### config.mk
export PLATFORM = sky130hd
export DESIGN_NAME = ctrl_pipe_decoder_flat
export DESIGN_NICKNAME = d
export VERILOG_FILES = /design/src/rtl/ctrl_pipe_decoder_if.sv /design/src/rtl/ctrl_pipe_decoder.sv /design/src/flat_wrapper.sv
export SDC_FILE = /design/constraint.sdc
export NUM_CORES = 1
export LEC_CHECK = 0
export CAP_MARGIN = 30
export CORE_MARGIN = 8
export CORE_UTILIZATION = 45
export DETAILED_ROUTE_END_ITERATION = 10
export PLACE_DENSITY = 0.79
export SYNTH_ARGS = -nofsm -noshare
export SYNTH_HDL_FRONTEND = slang
export SYNTH_SLANG_ARGS = --single-unit
### constraint.sdc
create_clock -name clk -period 2.2 [get_ports clk]
set_input_delay 0.44 -clock clk [delete_from_list [all_inputs] [get_ports clk]]
set_output_delay 0.44 -clock clk [all_outputs]
set_load 0.005 [all_outputs]
### src/rtl/ctrl_pipe_decoder_if.sv
// ID-stage instruction fields and hazard controls in, EX control bundle and
// pipeline stall/branch indications out of the control decoder.
interface ctrl_pipe_decoder_if #(
  parameter int unsigned ALUOP_W = 4
);
  logic [5:0]         OpCode;
  logic [5:0]         Funct;
  logic [4:0]         RsID;
  logic [4:0]         RtID;
  logic               hold_in;
  logic               flush_in;
  logic               BranchID;
  logic               JumpID;
  logic               JRID;
  logic               stall_out;
  logic               RegWriteEX;
  logic               MemReadEX;
  logic               MemWriteEX;
  logic [1:0]         MemtoRegEX;
  logic [1:0]         RegDstEX;
  logic               ALUSrcEX;
  logic               ExtOpEX;
  logic [ALUOP_W-1:0] ALUOpEX;
  logic [4:0]         RtEX;
  logic               MdStartEX;
  logic [1:0]         MdOpEX;
  logic               md_busy;

  modport master (
    output OpCode, Funct, RsID, RtID, hold_in, flush_in,
    input  BranchID, JumpID, JRID, stall_out,
    input  RegWriteEX, MemReadEX, MemWriteEX, MemtoRegEX, RegDstEX,
    input  ALUSrcEX, ExtOpEX, ALUOpEX, RtEX, MdStartEX, MdOpEX, md_busy
  );

  modport slave (
    input  OpCode, Funct, RsID, RtID, hold_in, flush_in,
    output BranchID, JumpID, JRID, stall_out,
    output RegWriteEX, MemReadEX, MemWriteEX, MemtoRegEX, RegDstEX,
    output ALUSrcEX, ExtOpEX, ALUOpEX, RtEX, MdStartEX, MdOpEX, md_busy
  );
endinterface

### src/rtl/ctrl_pipe_decoder.sv
// ID-stage control decoder with ID/EX control register, load-use detection
// and a busy sequencer for the multi-cycle mult/div unit.
module ctrl_pipe_decoder #(
  parameter int unsigned ALUOP_W    = 4,
  parameter int unsigned MD_LATENCY = 32,
  parameter bit          ENABLE_MD  = 1'b1
) (
  input logic                clk,
  input logic                reset,
  ctrl_pipe_decoder_if.slave bus
);

  localparam int unsigned CNT_W = (MD_LATENCY > 1) ? $clog2(MD_LATENCY) : 1;
  localparam logic [0:0] ST_IDLE = 1'b0;
  localparam logic [0:0] ST_BUSY = 1'b1;

  typedef struct packed {
    logic               reg_write;
    logic               mem_read;
    logic               mem_write;
    logic [1:0]         mem_to_reg;
    logic [1:0]         reg_dst;
    logic               alu_src;
    logic               ext_op;
    logic [ALUOP_W-1:0] alu_op;
    logic [4:0]         rt;
    logic               md_start;
    logic [1:0]         md_op;
  } ex_bundle_t;

  ex_bundle_t       dec, ex_q;
  logic [0:0]       st_d, st_q;
  logic [CNT_W-1:0] cnt_d, cnt_q;
  logic [2:0]       alu_class;

  logic [5:0] op, fn;
  logic is_r, is_nop, is_jr, is_jalr, is_j, is_jal, is_branch, is_lw, is_sw;
  logic md_funct, mfhilo_funct, md_cls, mfhilo, md_off;
  logic load_use_stall, md_stall, stall, issue;

  assign op           = bus.OpCode;
  assign fn           = bus.Funct;
  assign is_r         = (op == 6'h00);
  assign is_nop       = is_r && (fn == 6'h00);
  assign is_jr        = is_r && (fn == 6'h08);
  assign is_jalr      = is_r && (fn == 6'h09);
  assign is_j         = (op == 6'h02);
  assign is_jal       = (op == 6'h03);
  assign is_branch    = (op[5:2] == 4'b0001);
  assign is_lw        = (op == 6'h23);
  assign is_sw        = (op == 6'h2b);
  assign md_funct     = is_r && (fn[5:2] == 4'b0110);
  assign mfhilo_funct = is_r && ((fn == 6'h10) || (fn == 6'h12));
  assign md_cls       = ENABLE_MD && md_funct;
  assign mfhilo       = ENABLE_MD && mfhilo_funct;
  // Without the MD unit these encodings behave exactly like the all-zero NOP.
  assign md_off       = !ENABLE_MD && (md_funct || mfhilo_funct);

  assign bus.BranchID = is_branch;
  assign bus.JumpID   = is_j || is_jal || is_jr || is_jalr;
  assign bus.JRID     = is_jr || is_jalr;

  assign load_use_stall = ex_q.mem_read && (ex_q.rt != 5'd0) &&
                          ((ex_q.rt == bus.RsID) || (ex_q.rt == bus.RtID));
  assign md_stall       = (st_q == ST_BUSY) && (md_cls || mfhilo);
  assign stall          = load_use_stall || md_stall;
  assign issue          = md_cls && !bus.flush_in && !stall && !bus.hold_in;
  assign bus.stall_out  = stall;

  always_comb begin
    alu_class = 3'b000;
    case (op)
      6'h00:        alu_class = 3'b010;
      6'h04:        alu_class = 3'b001;
      6'h0c:        alu_class = 3'b100;
      6'h0d:        alu_class = 3'b011;
      6'h0f:        alu_class = 3'b110;
      6'h0a, 6'h0b: alu_class = 3'b101;
      default:      alu_class = 3'b000;
    endcase
  end

  always_comb begin
    dec           = '0;
    dec.reg_write = !(is_sw || is_branch || is_j || is_jr || md_cls || is_nop || md_off);
    dec.mem_read  = is_lw;
    dec.mem_write = is_sw;
    if (is_lw)                 dec.mem_to_reg = 2'b01;
    else if (is_jal || is_jalr) dec.mem_to_reg = 2'b10;
    if (is_r)        dec.reg_dst = 2'b01;
    else if (is_jal) dec.reg_dst = 2'b10;
    case (op)
      6'h23, 6'h2b, 6'h0f, 6'h08, 6'h09, 6'h0c, 6'h0a, 6'h0b, 6'h0d: dec.alu_src = 1'b1;
      default:                                                       dec.alu_src = 1'b0;
    endcase
    dec.ext_op      = !((op == 6'h0c) || (op == 6'h0d));
    dec.alu_op[2:0] = alu_class;
    dec.alu_op[3]   = op[0];
    dec.rt          = bus.RtID;
    dec.md_start    = md_cls;
    dec.md_op       = md_cls ? fn[1:0] : 2'b00;
  end

  // md_start in the loaded bundle equals issue: the load branch already excludes hold/flush/stall.
  always_ff @(posedge clk or negedge reset) begin
    if (!reset)                          ex_q <= '0;
    else if (bus.hold_in)                ex_q <= ex_q;
    else if (bus.flush_in || stall)      ex_q <= '0;
    else                                 ex_q <= dec;
  end

  always_comb begin
    st_d  = st_q;
    cnt_d = cnt_q;
    if (st_q == ST_IDLE) begin
      if (issue) begin
        st_d  = ST_BUSY;
        cnt_d = CNT_W'(MD_LATENCY - 1);
      end
    end else if (!bus.hold_in) begin
      if (cnt_q == '0) st_d  = ST_IDLE;
      else             cnt_d = cnt_q - 1'b1;
    end
  end

  always_ff @(posedge clk or negedge reset) begin
    if (!reset) begin
      st_q  <= ST_IDLE;
      cnt_q <= '0;
    end else begin
      st_q  <= st_d;
      cnt_q <= cnt_d;
    end
  end

  assign bus.RegWriteEX = ex_q.reg_write;
  assign bus.MemReadEX  = ex_q.mem_read;
  assign bus.MemWriteEX = ex_q.mem_write;
  assign bus.MemtoRegEX = ex_q.mem_to_reg;
  assign bus.RegDstEX   = ex_q.reg_dst;
  assign bus.ALUSrcEX   = ex_q.alu_src;
  assign bus.ExtOpEX    = ex_q.ext_op;
  assign bus.ALUOpEX    = ex_q.alu_op;
  assign bus.RtEX       = ex_q.rt;
  assign bus.MdStartEX  = ex_q.md_start;
  assign bus.MdOpEX     = ex_q.md_op;
  assign bus.md_busy    = (st_q == ST_BUSY);

endmodule

### src/flat_wrapper.sv
// flat-port wrapper written by rule: the top's interface ports become plain ports
module ctrl_pipe_decoder_flat 
#(
  parameter int unsigned ALUOP_W    = 4,
  parameter int unsigned MD_LATENCY = 32,
  parameter bit          ENABLE_MD  = 1'b1
)
  (clk, reset, bus_OpCode, bus_Funct, bus_RsID, bus_RtID, bus_hold_in, bus_flush_in, bus_BranchID, bus_JumpID, bus_JRID, bus_stall_out, bus_RegWriteEX, bus_MemReadEX, bus_MemWriteEX, bus_MemtoRegEX, bus_RegDstEX, bus_ALUSrcEX, bus_ExtOpEX, bus_ALUOpEX, bus_RtEX, bus_MdStartEX, bus_MdOpEX, bus_md_busy);
  ctrl_pipe_decoder_if #(.ALUOP_W(ALUOP_W)) bus_i ();
  input logic clk;
  input logic reset;
  input wire logic [$bits(bus_i.OpCode)-1:0] bus_OpCode;
  input wire logic [$bits(bus_i.Funct)-1:0] bus_Funct;
  input wire logic [$bits(bus_i.RsID)-1:0] bus_RsID;
  input wire logic [$bits(bus_i.RtID)-1:0] bus_RtID;
  input wire logic [$bits(bus_i.hold_in)-1:0] bus_hold_in;
  input wire logic [$bits(bus_i.flush_in)-1:0] bus_flush_in;
  output wire logic [$bits(bus_i.BranchID)-1:0] bus_BranchID;
  output wire logic [$bits(bus_i.JumpID)-1:0] bus_JumpID;
  output wire logic [$bits(bus_i.JRID)-1:0] bus_JRID;
  output wire logic [$bits(bus_i.stall_out)-1:0] bus_stall_out;
  output wire logic [$bits(bus_i.RegWriteEX)-1:0] bus_RegWriteEX;
  output wire logic [$bits(bus_i.MemReadEX)-1:0] bus_MemReadEX;
  output wire logic [$bits(bus_i.MemWriteEX)-1:0] bus_MemWriteEX;
  output wire logic [$bits(bus_i.MemtoRegEX)-1:0] bus_MemtoRegEX;
  output wire logic [$bits(bus_i.RegDstEX)-1:0] bus_RegDstEX;
  output wire logic [$bits(bus_i.ALUSrcEX)-1:0] bus_ALUSrcEX;
  output wire logic [$bits(bus_i.ExtOpEX)-1:0] bus_ExtOpEX;
  output wire logic [$bits(bus_i.ALUOpEX)-1:0] bus_ALUOpEX;
  output wire logic [$bits(bus_i.RtEX)-1:0] bus_RtEX;
  output wire logic [$bits(bus_i.MdStartEX)-1:0] bus_MdStartEX;
  output wire logic [$bits(bus_i.MdOpEX)-1:0] bus_MdOpEX;
  output wire logic [$bits(bus_i.md_busy)-1:0] bus_md_busy;
  assign bus_i.OpCode = bus_OpCode;
  assign bus_i.Funct = bus_Funct;
  assign bus_i.RsID = bus_RsID;
  assign bus_i.RtID = bus_RtID;
  assign bus_i.hold_in = bus_hold_in;
  assign bus_i.flush_in = bus_flush_in;
  assign bus_BranchID = bus_i.BranchID;
  assign bus_JumpID = bus_i.JumpID;
  assign bus_JRID = bus_i.JRID;
  assign bus_stall_out = bus_i.stall_out;
  assign bus_RegWriteEX = bus_i.RegWriteEX;
  assign bus_MemReadEX = bus_i.MemReadEX;
  assign bus_MemWriteEX = bus_i.MemWriteEX;
  assign bus_MemtoRegEX = bus_i.MemtoRegEX;
  assign bus_RegDstEX = bus_i.RegDstEX;
  assign bus_ALUSrcEX = bus_i.ALUSrcEX;
  assign bus_ExtOpEX = bus_i.ExtOpEX;
  assign bus_ALUOpEX = bus_i.ALUOpEX;
  assign bus_RtEX = bus_i.RtEX;
  assign bus_MdStartEX = bus_i.MdStartEX;
  assign bus_MdOpEX = bus_i.MdOpEX;
  assign bus_md_busy = bus_i.md_busy;
  ctrl_pipe_decoder #(.ALUOP_W(ALUOP_W), .MD_LATENCY(MD_LATENCY), .ENABLE_MD(ENABLE_MD)) u_core (.clk(clk), .reset(reset), .bus(bus_i));
endmodule
==> Yosys cells after proc, flatten, opt, wreduce, memory -nomap -nowiden <==
Cells that the tools add are included.
Widths: inputs -> output; s select.
{ "totals": {"mem_bits_rw": 0, "romBits": 0, "latchBits": 0, "n_memories": 0, "inputBits": 26, "regBits": 27, "output_inout_bits": 26} }
{ "classes": {"div": 0, "n_eq_ne": 22, "order_cmp": 0, "reduce_logical": 40, "bitwise": 0, "n_addsub": 1, "n_mul": 0, "shift": 0, "mux": 16} }
{ "ops": {"columns": ["operator", "count"], "rows": [
  ["$eq 6x4->1 const B", 9],
  ["$mux 21", 1],
  ["$mux 5", 4],
  ["$pmux 3 s6", 1],
  ["$logic_or 1x1->1", 16],
  ["$eq 6x2->1 const B", 2],
  ["$eq 6x5->1 const B", 2],
  ["$eq 6x6->1 const B", 2],
  ["$logic_not 6->1", 2],
  ["$logic_and 1x1->1", 11],
  ["$eq 5x5->1", 2],
  ["$mux 2", 5],
  ["$reduce_or 9->1", 1],
  ["$eq 6x3->1 const B", 1],
  ["$logic_not 1->1", 5],
  ["$logic_not 5->1", 1],
  ["$mux 1", 5],
  ["$reduce_bool 5->1", 1],
  ["$sub 5x1->5 const B", 1],
  ["$eq 4x1->1 const B", 1],
  ["$eq 4x3->1 const B", 1],
  ["$ne 2x2->1 const B", 2],
  ["$reduce_and 3->1", 1],
  ["$reduce_bool 2->1", 1],
  ["$reduce_or 2->1", 1]
]} }

==> Longest topological paths before layout <==
Gate-level depths: netlist (run 1).
{ "depth": {"word_depth": 11, "depth_mapped": 7, "mapped_depth_nobuf": 7} }

==> Worst setup path after synthesis (run 1) <==
No wires, ideal clock.
{ "synth_path": {"path_type": "input -> register", "start": "input bus_OpCode[4]", "end": "register u_core.ex_q (netlist bit u_core.bus.RtEX[1])", "setup_time_ns": 0.121, "setup_slack_ns": 0.079, "cell_stages": 7, "path_buffers": 2, "arrival_ns": 1.999, "path_cell_list": "buf_2 -> nor4_4 -> nand2_2 -> or4_4 -> and2_4 -> buf_6 -> a32o_2"} }
{ "synth_via": {"elab_chain_len": 7, "elab_cells_between_ends": 8, "classes_between": "mux (1); reduce/logical (7)"} }
{ "synth_lines": {"columns": ["element", "line", "text"], "rows": [
  ["from (decl)", "flat_wrapper.sv:12", "input wire logic [$bits(bus_i.OpCode)-1:0] bus_OpCode;"],
  ["$logic_not 6->1 *", "ctrl_pipe_decoder.sv:43", "assign is_r = (op == 6'h00);"],
  ["$logic_and 1x1->1 (on tied branches)", "ctrl_pipe_decoder.sv:52, ctrl_pipe_decoder.sv:53", null],
  ["$logic_or 1x1->1 *", "ctrl_pipe_decoder.sv:65", "assign md_stall = (st_q == ST_BUSY) && (md_cls || mfhilo);"],
  ["$logic_and 1x1->1 *", "ctrl_pipe_decoder.sv:65", null],
  ["$logic_or 1x1->1 *", "ctrl_pipe_decoder.sv:66", "assign stall = load_use_stall || md_stall;"],
  ["$logic_or 1x1->1 *", "ctrl_pipe_decoder.sv:108", "else if (bus.flush_in || stall) ex_q <= '0;"],
  ["$mux 21 *", "ctrl_pipe_decoder.sv:108", null],
  ["to (signal assigned)", "ctrl_pipe_decoder.sv:107", "else if (bus.hold_in) ex_q <= ex_q;"],
  ["to (decl)", "ctrl_pipe_decoder.sv:31", "ex_bundle_t dec, ex_q;"]
]} }
Every way passes the cells marked *; elsewhere a longest branch is shown, timed or not.
A chain may end at the register's enable or synchronous reset.

==> Final worst setup path (run 1) <==
{ "layout_path": {"start": "input bus_RsID[1]", "end": "output bus_stall_out"} }
{ "layout_via": {"elab_chain_len": 4} }
{ "layout_lines": {"columns": ["element", "line", "text"], "rows": [
  ["from (decl)", "flat_wrapper.sv:14", "input wire logic [$bits(bus_i.RsID)-1:0] bus_RsID;"],
  ["$eq 5x5->1", "ctrl_pipe_decoder.sv:64", "((ex_q.rt == bus.RsID) || (ex_q.rt == bus.RtID));"],
  ["$logic_or 1x1->1", "ctrl_pipe_decoder.sv:64", null],
  ["$logic_and 1x1->1", "ctrl_pipe_decoder.sv:63", "assign load_use_stall = ex_q.mem_read && (ex_q.rt != 5'd0) &&"],
  ["$logic_or 1x1->1", "ctrl_pipe_decoder.sv:66", null],
  ["to (decl)", "flat_wrapper.sv:21", "output wire logic [$bits(bus_i.stall_out)-1:0] bus_stall_out;"]
]} }
Every way passes these cells.

==> flow_metrics.env, run 1 <==
export IMPL_outcome="complete, but fails checks"
export IMPL_violations="setup timing"
export IMPL_gp_congestion=0.8714
export IMPL_finalWorstSetupSlack_ns=-0.05458
export IMPL_worst_pin_slew_ns=0.4521
export IMPL_async_flop_share_pct=100.0
export IMPL_boundaryPins=52
export IMPL_yosys_warnings=0
export IMPL_core_um2=3284
export IMPL_synth_area_leaders="dfrtp_1 (43%), xor2_1 (8.1%), nand2_1 (6.4%), a32o_1 (4.0%), a32o_2 (3.0%)"
export IMPL_synth_top_area_share_pct=42.94
export IMPL_finalSetupViolCount=1
export IMPL_port_buffers=51
export IMPL_syn_area_um2=1515
export IMPL_fin_area_um2=2431
export IMPL_tritoncts="built"
export IMPL_dp_cells=281
export IMPL_pre_cts_ws_ns=-0.6622
export IMPL_fmax_mhz=443.5
export IMPL_ys_types=43
export IMPL_drv_slew=0
export IMPL_path_cells="clkdlybuf4s50_1 > xor2_1 > nor3_1 > a22oi_1 > or2_1 > nand2_1 > buf_2"
export IMPL_first_pass_iters=4
export IMPL_seq_area_frac_synth_pct=42.94
export IMPL_hold_path_class="input port to asynchronous set/reset pin"
export IMPL_utilization_pct=74.02
export IMPL_grt_pass1_wl_um=7693
export IMPL_dieWidth_um=74.03
export IMPL_htreeDepth=1
export IMPL_relSlewSlack_pct=69.65
export IMPL_n_antenna_cell=0
export IMPL_path_max_fanout=2
export IMPL_p_leak_nw=1.155
export IMPL_startpoint_type="input port"
export IMPL_clock_path_buffers=2
export IMPL_holdWs_ns=0.4565
export IMPL_clock_root_buffer="clkbuf_4"
export IMPL_synth_fp_nets=190
export IMPL_clkTransAtPathRegs_ns=0.14
export IMPL_final_layout_size_suffix_gt1_share_pct=29.76
export IMPL_rsz0062_at_grt="true"
export IMPL_synth_edf_count=0
export IMPL_placed_area_um2=2266
export IMPL_vdd_drop_max_mv=0.3404
export IMPL_die_height_um=74.03
export IMPL_vias=1595
export IMPL_post_route_period_util_pct=102.5
export IMPL_row_count=21
export IMPL_wirelength_um=4721
export IMPL_synth_largest_area_cell="dfrtp_1"
export IMPL_drc=0
export IMPL_groute_usage_overall_pct=17.70
export IMPL_finalHoldViolations=0
export IMPL_avgSynthCellArea_um2=9.353
export IMPL_nets=281
export IMPL_cp_required_ns=1.76
export IMPL_powerDensity_nw_per_um2=451.3
export IMPL_dieArea_um2=5480
export IMPL_synthFlopType="dfrtp_1"
export IMPL_antenna_left=0
export IMPL_antenna_found_initial=0
export IMPL_cp_slowest_stage_delay_ns=0.42
export IMPL_cts_sinks=26
export IMPL_wl_per_cell_um=15.84
export IMPL_start_util_pct=46.13
export IMPL_yosys_top_cells_count="dfrtp_1 (26), nand2_1 (26), xor2_1 (14)"
export IMPL_numCtsBuffers=3
export IMPL_cap_viol_max_count=0
export IMPL_worstPathArrival_ns=1.81
export IMPL_fin_cells=298
export IMPL_clock_latency_ns=0.33
export IMPL_grt_pass1_vias=1655
export IMPL_initialDrtViolationCount=89
export IMPL_area_growth_pct=60.45
export IMPL_via_per_inst=5.352
export IMPL_grt_max_degree=27
export IMPL_finClkSkew_ns=0.003188
export IMPL_yosys_register_bits=26
export IMPL_syn_inst=162
export IMPL_dpl_hpwl_um=3546
export IMPL_overflow=0
export IMPL_endpoint_kind="output port"
export IMPL_fin_crit_ns=2.255
export IMPL_slowest_stage="clkdlybuf4s50_1"
export IMPL_path_class="input port to output port"
critical path: cells and delay by family:
family / cells / cell delay [ns]
xor+xnor: 1 / 0.14
buf+inv: 2 / 0.53
compound gates: 1 / 0.14
simple gates: 3 / 0.57
what timing repair did:
| item | in CTS | in global routing |
|---|---|---|
| hold buffers | 0 | 0 |
| hold endpoints to repair | 0 | 0 |
| pin swaps | 10 | 8 |
| gates resized for setup | 33 | 8 |
| setup endpoints to repair | 4 | 4 |
| setup buffers | 11 | 4 |
registers in the layout, indices dropped and copies added (netlist names):
signal,count
u_core.bus.ALUOpEX,4
u_core.bus.ALUSrcEX,1
u_core.bus.ExtOpEX,1
u_core.bus.MdOpEX,2
u_core.bus.MdStartEX,1
u_core.bus.MemWriteEX,1
u_core.bus.MemtoRegEX,2
u_core.bus.RegDstEX,2
u_core.bus.RegWriteEX,1
u_core.bus.RtEX,5
u_core.bus.md_busy,1
u_core.cnt_q,5
worst paths after layout:
path                                        startpoint                     end  slack [ns]  cells after the start
worst max-delay path                       bus_RsID[1]           bus_stall_out       -0.05                      7
worst min-delay path                             reset      u_core.bus.ExtOpEX        0.46                      2
worst max register to register      u_core.bus.RtEX[0]   u_core.bus.ALUOpEX[2]        0.08                      7
worst min register to register  u_core.bus.RegDstEX[0]  u_core.bus.RegDstEX[0]        0.51                      2
max in group asynchronous                        reset      u_core.bus.RtEX[4]        1.47                      2
min in group clk                u_core.bus.RegDstEX[0]  u_core.bus.RegDstEX[0]        0.51                      2
report_power, final:
part | switching, mW | leakage (nW) | internal [mW] | total [mW]
Clock | 0.148 | 0.0279 | 0.184 | 0.332
Combinational | 0.112 | 0.775 | 0.143 | 0.255
Sequential | 0.0159 | 0.352 | 0.494 | 0.510
Total | 0.276 | 1.15 | 0.821 | 1.10
stage by stage:
stage | total power, mW | TNS, ns
after floorplan | 0.6089 | 0
after global placement | 0.7489 | -4.270
after detailed placement | 0.7569 | -5.191
after CTS | 1.094 | -0.04907
after global routing | 1.143 | -0.1436
final | 1.097 | -0.05458
routing by layer:
layer | wire length [µm] | global-route usage [%] | share of wire (%) | up-vias
li1 | - | - | - | 763
met1 | 1911 | 20.60 | 40 | 765
met2 | 2354 | 31.54 | 50 | 59
met3 | 406 | 4.178 | 8.6 | 8
met4 | 49 | 4.435 | 1.0 | 0
met5 | 0 | 0 | 0 | -
cells in the final DEF (no fill, tap or decap), types with 3 or more instances in the layout:
cell	n
inv_1	8
nand2_1	26
clkdlybuf4s50_1	37
nor3_1	6
o31ai_1	4
a21oi_1	4
clkbuf_4	3
nand3_1	4
buf_2	4
dlygate4sd2_1	8
nor2_1	6
dfrtp_1	25
a32o_2	4
a32o_1	6
buf_4	44
xor2_1	14
o21ai_1	5
layout make-up:
cell class	instances	area (µm²)
Fill cell	232	853.3
Multi-Input combinational cell	118	820.8
Timing Repair Buffer	96	818.3
Sequential cell	26	651.9
Tap cell	46	57.56
Clock inverter	1	30.03
Inverter	8	30.03
Clock buffer	3	22.52
kinds of logic after synthesis:
| kind of cell | Yosys count | share of synthesized area [%] |
|---|---|---|
| fa+ha+maj | 2 | 1.651 |
| flops | 26 | 42.94 |
| buf+inv | 18 | 5.780 |
| compound gates | 36 | 18.25 |
| xor+xnor | 16 | 9.249 |
| simple gates | 64 | 22.13 |
No activity file was read; power rests on OpenSTA's default activity.
==> inputs of run 2 (changes only) <==
--- a/config.mk
+++ b/config.mk
@@ -5,7 +5,6 @@
 export SDC_FILE = /design/constraint.sdc
 export NUM_CORES = 1
 export LEC_CHECK = 0
-export CAP_MARGIN = 30
 export CORE_MARGIN = 8
 export CORE_UTILIZATION = 45
 export DETAILED_ROUTE_END_ITERATION = 10
==> results of run 2 <==
No change in the layout: final DEF, timing and power equal those of run 1.
==> inputs of run 3 (changes only) <==
--- a/config.mk
+++ b/config.mk
@@ -6,9 +6,10 @@
 export NUM_CORES = 1
 export LEC_CHECK = 0
 export CORE_MARGIN = 8
-export CORE_UTILIZATION = 45
+export CORE_UTILIZATION = 50
+export CTS_BUF_LIST = sky130_fd_sc_hd__clkbuf_2
 export DETAILED_ROUTE_END_ITERATION = 10
-export PLACE_DENSITY = 0.79
+export PLACE_DENSITY = 0.87
 export SYNTH_ARGS = -nofsm -noshare
 export SYNTH_HDL_FRONTEND = slang
 export SYNTH_SLANG_ARGS = --single-unit
==> constraint.sdc (replaced) <==
create_clock -name clk -period 2.68 [get_ports clk]
set_input_delay 0.536 -clock clk [delete_from_list [all_inputs] [get_ports clk]]
set_output_delay 0.536 -clock clk [all_outputs]
set_load 0.005 [all_outputs]
==> run 3 against run 2 <==
Compared with the run above: the flow now finishes without violations; sequential share of layout area up 1.5 points; via count decreased by 2.8%; critical path depth stayed put; register-to-register slack better by 0.47 ns; sequential power is 17% lower; first-iteration DRC count grew 51%; final area fell by 5.3%; combinational power is 26% lower; largest cell class unchanged; routed wire length decreased by 0.93%; cell count decreased by 8.7%; clock skew increased by 0.019 ns; worst hold slack improved by 0.020 ns.
==> flow_metrics.env, run 3 (synthesized netlist as in run 1, its figures left out) <==
export IMPL_startpoint_type="input port"
export IMPL_area_growth_pct=51.94
export IMPL_dpl_hpwl_um=3413
export IMPL_layout_commonest_cell="clkdlybuf4s50_1"
export IMPL_start_util_pct=50.88
export IMPL_rrSetupSlack_ns=0.55
export IMPL_clock_root_buffer="clkbuf_2"
export IMPL_setup_tns_ns=0
export IMPL_gp_congestion=0.8747
export IMPL_grt_pass1_wl_um=7369
export IMPL_cp_endpoint="bus_stall_out"
export IMPL_cp_required_ns=2.14
export IMPL_wl_per_cell_um=17.19
export IMPL_r2r_end="u_core.cnt_q[2]"
export IMPL_hold_path_class="input port to asynchronous set/reset pin"
export IMPL_dieArea_um2=5048
export IMPL_cts_sinks=26
export IMPL_grt_max_degree=27
export IMPL_nets=268
export IMPL_groute_usage_overall_pct=17.66
export IMPL_initialDrtViolationCount=134
export IMPL_endpoint_kind="output port"
export IMPL_tritoncts="built"
export IMPL_cts_hold_buf=0
export IMPL_wirelength_um=4677
export IMPL_fin_crit_ns=2.621
export IMPL_cp_startpoint="bus_OpCode[3]"
export IMPL_grt_pass1_vias=1581
export IMPL_row_count=20
export IMPL_path_max_fanout=2
export IMPL_via_per_inst=5.699
export IMPL_drv_slew=0
export IMPL_cap_viol_max_count=0
export IMPL_clock_latency_ns=0.36
export IMPL_worstReg2RegStart="u_core.bus.RtEX[3]"
export IMPL_boundaryPins=52
export IMPL_worstPathArrival_ns=2.08
export IMPL_die_height_um=71.05
export IMPL_utilization_pct=77.31
export IMPL_powerDensity_nw_per_um2=374.0
export IMPL_worst_pin_slew_ns=0.7196
export IMPL_final_layout_size_suffix_gt1_share_pct=21.76
export IMPL_outcome="completed"
export IMPL_finalSetupViolCount=0
export IMPL_antenna_left=0
export IMPL_antenna_found_initial=0
export IMPL_relSlewSlack_pct=51.92
export IMPL_first_pass_iters=5
export IMPL_fmax_mhz=381.6
export IMPL_finClkSkew_ns=0.02245
export IMPL_n_antenna_cell=0
export IMPL_path_class="input port to output port"
export IMPL_htreeDepth=1
export IMPL_holdWs_ns=0.4763
export IMPL_post_route_period_util_pct=97.78
export IMPL_drc=0
export IMPL_clkTransAtPathRegs_ns=0.27
export IMPL_port_buffers=51
export IMPL_total_power_uw=861.0
export IMPL_core_um2=2978
export IMPL_finalHoldViolations=0
export IMPL_clock_path_buffers=2
export IMPL_p_leak_nw=1.089
export IMPL_final_cell_mix="clkdlybuf4s50_1 (44), buf_4 (33), nand2_1 (26)"
export IMPL_rr_worst_depth=7
export IMPL_vdd_drop_max_mv=0.2672
export IMPL_vias=1550
export IMPL_dieWidth_um=71.05
export IMPL_overflow=0
export IMPL_numCtsBuffers=3
## run 3: cell count changes in the layout (fill, tap and decap cells not counted), moves of 2 or more
cell	previous run	this run
clkdlybuf4s50_1	37	44
dlygate4sd2_1	8	4
buf_4	44	33
buf_2	4	0
clkbuf_2	1	3
clkbuf_4	3	0
## run 3: cell type report
class	instances	area, µm²
Clock buffer	3	15.01
Tap cell	33	41.29
Fill cell	214	675.6
Multi-Input combinational cell	118	788.3
Sequential cell	26	651.9
Clock inverter	1	30.03
Timing Repair Buffer	83	745.7
Inverter	8	30.03
## run 3: report_power, final
| group | switching [mW] | internal, mW |
|---|---|---|
| combinational | 0.0821 | 0.106 |
| clock | 0.122 | 0.128 |
| sequential | 0.0158 | 0.407 |
| total | 0.220 | 0.641 |
## run 3: layer usage
layer	up-vias	part of all wire [%]	global-route usage [%]
met4	0	1.7	6.236
met5	-	0	0
met2	65	54	32.23
li1	730	-	-
met3	14	6.4	4.237
met1	741	38	19.26
## run 3: repair_timing
item | CTS | global route
gates resized for setup | 7 | 5
pin swaps | 4 | 6
hold endpoints to repair | 0 | 0
endpoints found under the setup margin | 3 | 2
gates cloned | 0 | 0
setup buffers | 2 | 6
## run 3: critical path, stage by stage
cell             delay (ns)
dlygate4sd2_1          0.27
nor4_4                 0.30
buf_4                  0.16
nand2_2                0.05
or4_4                  0.48
nand2_1                0.09
clkdlybuf4s15_1        0.21
## run 3: stage by stage
step           instances  setup slack, ns  instance area [µm²]
2_1_floorplan        162           0.4615                 1515
3_3_place_gp         260          -0.3754                 2190
3_5_place_dp         260          -0.4772                 2190
4_1_cts              266          -0.1135                 2246
5_1_grt              272        -0.003564                 2302
6_report             272          0.05950                 2302
## run 3: worst min path at each step
stage / start / depth (start not counted) / slack, ns / to
floorplan: reset / 0 / 0.24 / u_core.bus.ALUOpEX[0]
global placement: u_core.bus.MemWriteEX / 2 / 0.46 / u_core.bus.MemWriteEX
detailed placement: u_core.bus.ALUSrcEX / 2 / 0.48 / u_core.bus.ALUSrcEX
CTS: reset / 2 / 0.48 / u_core.bus.MdStartEX
global route: reset / 2 / 0.50 / u_core.bus.MdStartEX
finish: reset / 2 / 0.48 / u_core.bus.MdStartEX
